### src/rtl/trit_pack_ctrl.sv
// trit_pack_ctrl
// Sequencer for the iterative 5-trit to 8-bit converter (trit5_to_bit8).
// It collects N_COEF trits per polynomial, five per group, and zero-pads the
// final partial group. Each group is loaded into the converter, which is then
// stepped through counts 3,2,1,0. The resulting byte is emitted on a
// valid/ready stream.
//
// Optional build macro: TRIT_CHECK_EN
//   When defined, an accepted illegal trit (2'b11) is stored as 2'b00, and
//   the sticky output 'err' is added to the port list.
//
// Ports:
//   clk, rst        clock (rising edge), synchronous active-high reset
//   start           one-cycle pulse that begins a polynomial (IDLE only)
//   t_valid/t_ready trit stream handshake; t_data = {b1,b0}
//   conv_load       converter load/reset strobe
//   conv_count      converter step index (3,2,1,0 during conversion)
//   conv_trits      group register, trit k at bits [2k+1:2k]
//   conv_byte       converter result
//   b_valid/b_ready packed byte stream handshake; b_data = byte
//   busy            high whenever the sequencer is not idle
//   done            one-cycle pulse after the last byte of a polynomial
//   err             sticky illegal-trit flag (TRIT_CHECK_EN only)

module trit_pack_ctrl #(
    parameter int N_COEF = 701,
    parameter int CNT_W  = 10
) (
    input  logic        clk,
    input  logic        rst,
    input  logic        start,
    input  logic        t_valid,
    input  logic [1:0]  t_data,
    output logic        t_ready,
    output logic        conv_load,
    output logic [1:0]  conv_count,
    output logic [9:0]  conv_trits,
    input  logic [7:0]  conv_byte,
    output logic        b_valid,
    output logic [7:0]  b_data,
    input  logic        b_ready,
    output logic        busy,
`ifdef TRIT_CHECK_EN
    output logic        done,
    output logic        err
`else
    output logic        done
`endif
);

    localparam logic [CNT_W-1:0] LAST_IDX  = CNT_W'(N_COEF - 1);
    localparam logic [CNT_W-1:0] COEF_TOTAL = CNT_W'(N_COEF);

    typedef enum logic [2:0] {
        S_IDLE,
        S_FILL,
        S_LOAD,
        S_CONV,
        S_CAPT,
        S_OUT,
        S_FIN
    } state_t;

    state_t             r_state;
    state_t             w_next;
    logic [CNT_W-1:0]   r_coef_cnt;
    logic [2:0]         r_grp_idx;
    logic [9:0]         r_trits;
    logic [1:0]         r_dcnt;
    logic               r_b_valid;
    logic [7:0]         r_b_data;
    logic               w_accept;
    logic [1:0]         w_trit;

    assign w_accept = (r_state == S_FILL) && t_valid;

`ifdef TRIT_CHECK_EN
    logic r_err;
    assign w_trit = (t_data == 2'b11) ? 2'b00 : t_data;
    assign err    = r_err;

    always_ff @(posedge clk) begin
        if (rst) begin
            r_err <= 1'b0;
        end else if (w_accept && (t_data == 2'b11)) begin
            r_err <= 1'b1;
        end
    end
`else
    assign w_trit = t_data;
`endif

    assign conv_trits = r_trits;
    assign b_valid    = r_b_valid;
    assign b_data     = r_b_data;

    // Next state and state-decoded outputs
    always_comb begin
        w_next     = r_state;
        t_ready    = 1'b0;
        conv_load  = 1'b0;
        conv_count = 2'b00;
        busy       = (r_state != S_IDLE);
        done       = 1'b0;
        case (r_state)
            S_IDLE: begin
                if (start) w_next = S_FILL;
            end
            S_FILL: begin
                t_ready = 1'b1;
                // Leave on the trit that completes a group or the polynomial
                if (w_accept && ((r_grp_idx == 3'd4) || (r_coef_cnt == LAST_IDX)))
                    w_next = S_LOAD;
            end
            S_LOAD: begin
                conv_load = 1'b1;
                w_next    = S_CONV;
            end
            S_CONV: begin
                conv_count = r_dcnt;
                if (r_dcnt == 2'd0) w_next = S_CAPT;
            end
            S_CAPT: begin
                w_next = S_OUT;
            end
            S_OUT: begin
                if (b_ready)
                    w_next = (r_coef_cnt == COEF_TOTAL) ? S_FIN : S_FILL;
            end
            S_FIN: begin
                done   = 1'b1;
                w_next = S_IDLE;
            end
            default: w_next = S_IDLE;
        endcase
    end

    always_ff @(posedge clk) begin
        if (rst) begin
            r_state    <= S_IDLE;
            r_coef_cnt <= '0;
            r_grp_idx  <= '0;
            r_trits    <= '0;
            r_dcnt     <= '0;
            r_b_valid  <= 1'b0;
            r_b_data   <= '0;
        end else begin
            r_state <= w_next;
            case (r_state)
                S_IDLE: begin
                    if (start) begin
                        r_coef_cnt <= '0;
                        r_grp_idx  <= '0;
                        r_trits    <= '0;
                    end
                end
                S_FILL: begin
                    if (w_accept) begin
                        for (int unsigned k = 0; k < 5; k++) begin
                            if (r_grp_idx == 3'(k)) r_trits[2*k +: 2] <= w_trit;
                        end
                        r_grp_idx  <= r_grp_idx + 3'd1;
                        r_coef_cnt <= r_coef_cnt + 1'b1;
                    end
                end
                S_LOAD: r_dcnt <= 2'd3;
                S_CONV: r_dcnt <= r_dcnt - 2'd1;
                S_CAPT: begin
                    r_b_data  <= conv_byte;
                    r_b_valid <= 1'b1;
                end
                S_OUT: begin
                    if (b_ready) begin
                        r_b_valid <= 1'b0;
                        r_trits   <= '0;
                        r_grp_idx <= '0;
                    end
                end
                default: ;
            endcase
        end
    end

endmodule
### config.mk
export PLATFORM = sky130hd
export DESIGN_NAME = trit_pack_ctrl
export DESIGN_NICKNAME = d
export VERILOG_FILES = /design/src/rtl/trit_pack_ctrl.sv
export SDC_FILE = /design/constraint.sdc
export NUM_CORES = 1
export LEC_CHECK = 0
export BUFFER_PORTS_ARGS = -buffer_cell sky130_fd_sc_hd__buf_2
export CAP_MARGIN = 40
export CORE_UTILIZATION = 57
export DETAILED_ROUTE_END_ITERATION = 7
export PLACE_DENSITY_LB_ADDON = 0.08
export SLEW_MARGIN = 20
export SYNTH_ARGS = -nofsm -noshare
export SYNTH_HDL_FRONTEND = slang
export SYNTH_SLANG_ARGS = --single-unit
### constraint.sdc
create_clock -name clk -period 2.8 [get_ports clk]
set_clock_uncertainty 0.15 [all_clocks]
set_input_delay 0.28 -clock clk [delete_from_list [all_inputs] [get_ports clk]]
set_output_delay 0.28 -clock clk [all_outputs]
set_load 0.02 [all_outputs]
# Word-level counts from Yosys, hierarchy flattened
# Cells that the tools add are included.
[op_classes] div=0 bitwise_logic=0 n_lt_le_gt_ge=0 eq_ne=22 muxes=28 n_addsub=3 shifts=0 mul=0 n_reduce_logical=20
[op_table] operator="2-to-1 mux 10 bit" count=4
[op_table] operator="case mux 10 bit (3 select lines)" count=1
[op_table] operator="AND reduction 5 bit" count=5
[op_table] operator="2-to-1 mux 3 bit" count=8
[op_table] operator="equality test 10 bit (second input constant)" count=2
[op_table] operator="case mux 10 bit (2 select lines)" count=1
[op_table] operator="case mux 3 bit (6 select lines)" count=1
[op_table] operator="equality test 3 x 2 -> 1 bit (second input constant)" count=4
[op_table] operator="equality test 3 bit (second input constant)" count=4
[op_table] operator="2-to-1 mux 2 bit" count=6
[op_table] operator="!= test 2 x 1 -> 1 bit (second input constant)" count=6
[op_table] operator="adder 10 x 1 -> 10 bit (second input constant)" count=1
[op_table] operator="case mux 3 bit (3 select lines)" count=1
[op_table] operator="!= test 2 bit (second input constant)" count=4
[op_table] operator="AND reduction 4 bit" count=2
[op_table] operator="equality test 3 x 1 -> 1 bit (second input constant)" count=2
[op_table] operator="zero test 3 bit" count=2
[op_table] operator="nonzero test 2 bit" count=3
[op_table] operator="nonzero test 3 bit" count=2
[op_table] operator="2-to-1 mux 1 bit" count=4
[op_table] operator="case mux 2 bit (2 select lines)" count=1
[op_table] operator="adder 3 x 1 -> 3 bit (second input constant)" count=1
[op_table] operator="AND reduction 3 bit" count=1
[op_table] operator="logical AND 1 bit" count=2
[op_table] operator="other kinds (5)" count=5
[totals] mem_bits_rw=0 in_bits=15 out_inout_bits=25 register_bits=37 romBits=0 mem_count=0 latchBits=0

# Depth between registers and ports, before layout
[depth] depth_word=5 ltp_mapped=9

# Worst setup path after synthesis
# No wires, ideal clock.
[synth_timing] kind="register to register" startpoint="reg r_state[1]" endpoint="reg r_coef_cnt[2]" period_less_slack_ns=1.765 t_required_ns=2.517 setup_time_ns=0.133 setup_slack_ns=1.035 path_stages_with_launch=5 arrival_time_ns=1.482 path_buffers=1 path_cell_list="dfxtp_1 -> clkbuf_1 -> or3_1 -> o21bai_1 -> nor2_1"
[synth_between] elab_chain_cells=4
[synth_rtl] item="from (decl)" line="64" rtl="state_t r_state;"
[synth_rtl] item="from (signal assigned)" line="148" rtl="r_state <= w_next;"
[synth_rtl] item="equality test 3 x 1 -> 1 bit" line="75, 149"
[synth_rtl] item="logical AND 1 bit" line="75" rtl="assign w_accept = (r_state == S_FILL) && t_valid;"
[synth_rtl] item="!= test 2 bit (no line)"
[synth_rtl] item="AND reduction 3 bit (no line)"
[synth_rtl] item="to (signal assigned)" line="163" rtl="r_coef_cnt <= r_coef_cnt + 1'b1;"
[synth_rtl] item="to (decl)" line="66" rtl="logic [CNT_W-1:0] r_coef_cnt;"
# Parallel ways exist; a longest one is shown, timed or not.
# A chain may end at the register's enable or synchronous reset.

# Worst setup path after layout
[layout_timing] startpoint="reg r_state[0]" endpoint="out t_ready"
[layout_between] elab_chain_cells=2
[layout_rtl] item="equality test 3 x 1 -> 1 bit" line="105" rtl="case (r_state)"
[layout_rtl] item="2-to-1 mux 1 bit" line="105"
[layout_rtl] item="to (decl)" line="34" rtl="output logic t_ready,"
# No other way between the ends.

==> flow_summary.toml <==
[outcome]
status = "complete, but fails checks"
violations = "DRC"

[logic_synthesis]
yosysSeqAreaShare_pct = 41.7
syn_inst = 206
synthXorXnorAreaFrac_pct = 2.96
netlist_top_cells_area = "dfxtp_1, mux2i_1, nor2_1"
synth_top_family_by_area = "simple AND/OR/NAND/NOR gates"
synth.cell_area_mm2 = 0.00178
yosysTopAreaCell = "dfxtp_1"
synth_top_area_share_pct = 41.7
synth_compound_area_share_pct = 12.1
synthDistinctLibCells = 40
synth.yosys.warnings = 0
synth-adder-area-share_pct = 6.34
synthMuxAreaShare_pct = 9.08
synth_fp_nets = 230
synth_seq_cells = 37
avgSynthCellArea_um2 = 8.62
yosys.area_share.simple_pct = 23.0

[die]
dieArea_mm2 = 0.00334
start_util_pct = 62.3
ios = 40
die_w_um = 57.8
fp.dieH_um = 57.8
core_area_mm2 = 0.00285
num_rows = 19

[worst_setup_path]
cp_slowest_stage_delay_ns = 0.61
path_cells = "nand2_1 -> inv_1 -> buf_2"
crit_slowest_cell = "dfxtp_1"
cp_top_family = "flip-flops"
endpoint_kind = "primary output"
cp-start-kind = "flop"
reg2reg_from = "r_state[0]$_SDFFE_PP0P_"
cp-startpoint = "r_state[0]$_SDFFE_PP0P_"
path_max_fanout = 15
path_buf_inv = 2
cp.required_ns = 2.37
crit_type = "reg2out"
cp.arrival_ns = 1.72

[hold_path]
min_from = "conv_byte[6]"
worstHoldPathType = "in2reg"

[routing]
vias = 1574
drt_iter0_drc = 72
first_pass_iters = 6
via_per_inst = 5.66
drt-total-wl_mm = 3.69
drc = 2
antenna_left = 0
wl_per_cell_um = 13.3

[sta]
hold_ws_ns = 0.0159
tightest_slew_ns = 0.629
fmax_mhz = 465
period_minus_slack_ns = 2.15
slew_violations = 0
setup_viol = 0
tns_ns = 0
hold_viol = 0
max_slew_margin_pct = 58.0
fin_crit_sh_pct = 76.8
setup_slack_ns = 0.651
rsz0062_at_grt = "false"

[pwr]
p_leak_uw = 0.000874
p_per_area_mw_per_mm2 = 634
ir_worst_vdd_mv = 0.395

[cts]
clockRootBuffer = "clkbuf_4"
htree_levels = 2
clk_pin_slew_ns = 0.11
max-clock-path-buffers = 2
cts_sinks = 37
cts_buffers = 5
cts_tree = "built"
clk_latency_ns = 0.35

[final_layout]
nNetsFinal = 271
synthToLayoutAreaGrowth_pct = 16.3
regArea_um2 = 741
fill_cells = 240
final_common_cell = "buf_2"
layout_common_cells = "buf_2, nor2_1, dfxtp_1, nand2_1, mux2i_1"
final_util_pct = 72.5
diodes = 0
drive_gt1_share_pct = 20.6
multi_input_area_um2 = 950

[global_route]
grt_overflow = 0
grt_max_degree = 33
antenna_found_initial = 0
grt_first_pass_wirelength_mm = 6.27
grt_pass1_vias = 1468
grtUsageTotal_pct = 24.9

[place]
place_hpwl_mm = 2.73
io_buffers = 39
gp_routability_congestion = 0.904
pre_cts_ws_ns = 0.704

[job]
cap_violations = 0
routing by layer:
| metal | GRT usage [%] | up-vias | share of wire (%) |
|---|---|---|---|
| met3 | 6.03 | 12 | 5.1 |
| met4 | 15.6 | 0 | 2.5 |
| li1 | - | 789 | - |
| met2 | 40.6 | 40 | 49 |
| met1 | 29.4 | 733 | 43 |
| met5 | 0 | - | 0 |
final timing paths:
path	cells past startpoint	slack (ns)	end
min reg2reg	2	0.32	conv_trits[7]$_SDFFE_PP0P_
max reg2reg	6	0.69	conv_trits[1]$_SDFFE_PP0P_
max	3	0.65	t_ready
min	3	0.02	b_data[6]$_SDFFE_PP0P_
worst reg2reg max path: cells and delay by family (launching register included):
| family | cells | cell delay, ns |
|---|---|---|
| buffers and inverters | 1 | 0.19 |
| AO/OA/AOI/OAI | 2 | 0.30 |
| flip-flops | 1 | 0.61 |
| AND/OR/NAND/NOR | 1 | 0.05 |
| multiplexers | 2 | 0.70 |
synth_stat cells:
| cell type | count |
|---|---|
| buf_2 | 3 |
| o41ai_1 | 1 |
| xor2_1 | 5 |
| a41o_1 | 1 |
| or3_1 | 4 |
| a22oi_1 | 2 |
| o21bai_1 | 1 |
| o21ai_0 | 3 |
| nand4_1 | 4 |
| mux2i_1 | 15 |
| and2_1 | 2 |
| nor2_1 | 38 |
| ha_1 | 9 |
| o21ai_1 | 3 |
| nand3b_1 | 1 |
| a31oi_1 | 2 |
| nor3_1 | 3 |
| nand2_1 | 16 |
| nor4b_1 | 1 |
| o211ai_1 | 1 |
| mux2_2 | 1 |
| nand2b_1 | 1 |
| nand3_1 | 2 |
| and4_1 | 2 |
| nor3_4 | 1 |
| a21boi_0 | 1 |
| a21oi_1 | 10 |
| a311o_1 | 1 |
| inv_1 | 13 |
| nand4bb_1 | 1 |
| dfxtp_1 | 37 |
| clkbuf_1 | 6 |
| a221oi_1 | 2 |
| nand4_2 | 1 |
| a311oi_1 | 1 |
| xnor2_1 | 1 |
| a211oi_1 | 3 |
| nor2b_1 | 5 |
| o31ai_1 | 1 |
| and3_1 | 1 |
through the flow:
stage	std cells	area [um2]	power (uW)
floorplan	206	1780	924
detailed placement	269	1990	1030
finish	278	2070	1310
CTS	278	2070	1320
global placement	269	1990	1010
global route	278	2070	1400
flip-flops by register name (all words and copies together) (netlist names):
register    flops
b_valid         1
r_coef_cnt     10
r_state         3
b_data          8
r_dcnt          2
conv_trits     10
r_grp_idx       3
area by class of cell:
type                            instances  area share, %
Sequential cell                        37           35.8
Tap cell                               31           1.88
Multi-Input combinational cell        147           45.9
Clock inverter                          1          0.363
Clock buffer                            6           2.48
Timing Repair Buffer                   43           11.1
Inverter                               13           2.36
what timing repair did:
item	CTS	global route
hold endpoints to repair	2	0
buffers inserted	0	0
resized for setup	0	0
hold buffers	2	0
power breakdown:
group          total (uW)  switching [uW]  internal (uW)
Combinational         403             245            158
Clock                 294             176            118
Sequential            614            52.6            561
Total                1310             474            837
logic make-up after synthesis:
family	after synthesis
adders and majority gates	9
muxes	16
AOI/OAI and AO/OA	33
DFF	37
buffers and inverters	22
xor gates and xnor gates	6
and+or+nand+nor	83
(Power assumes the default switching activity.)
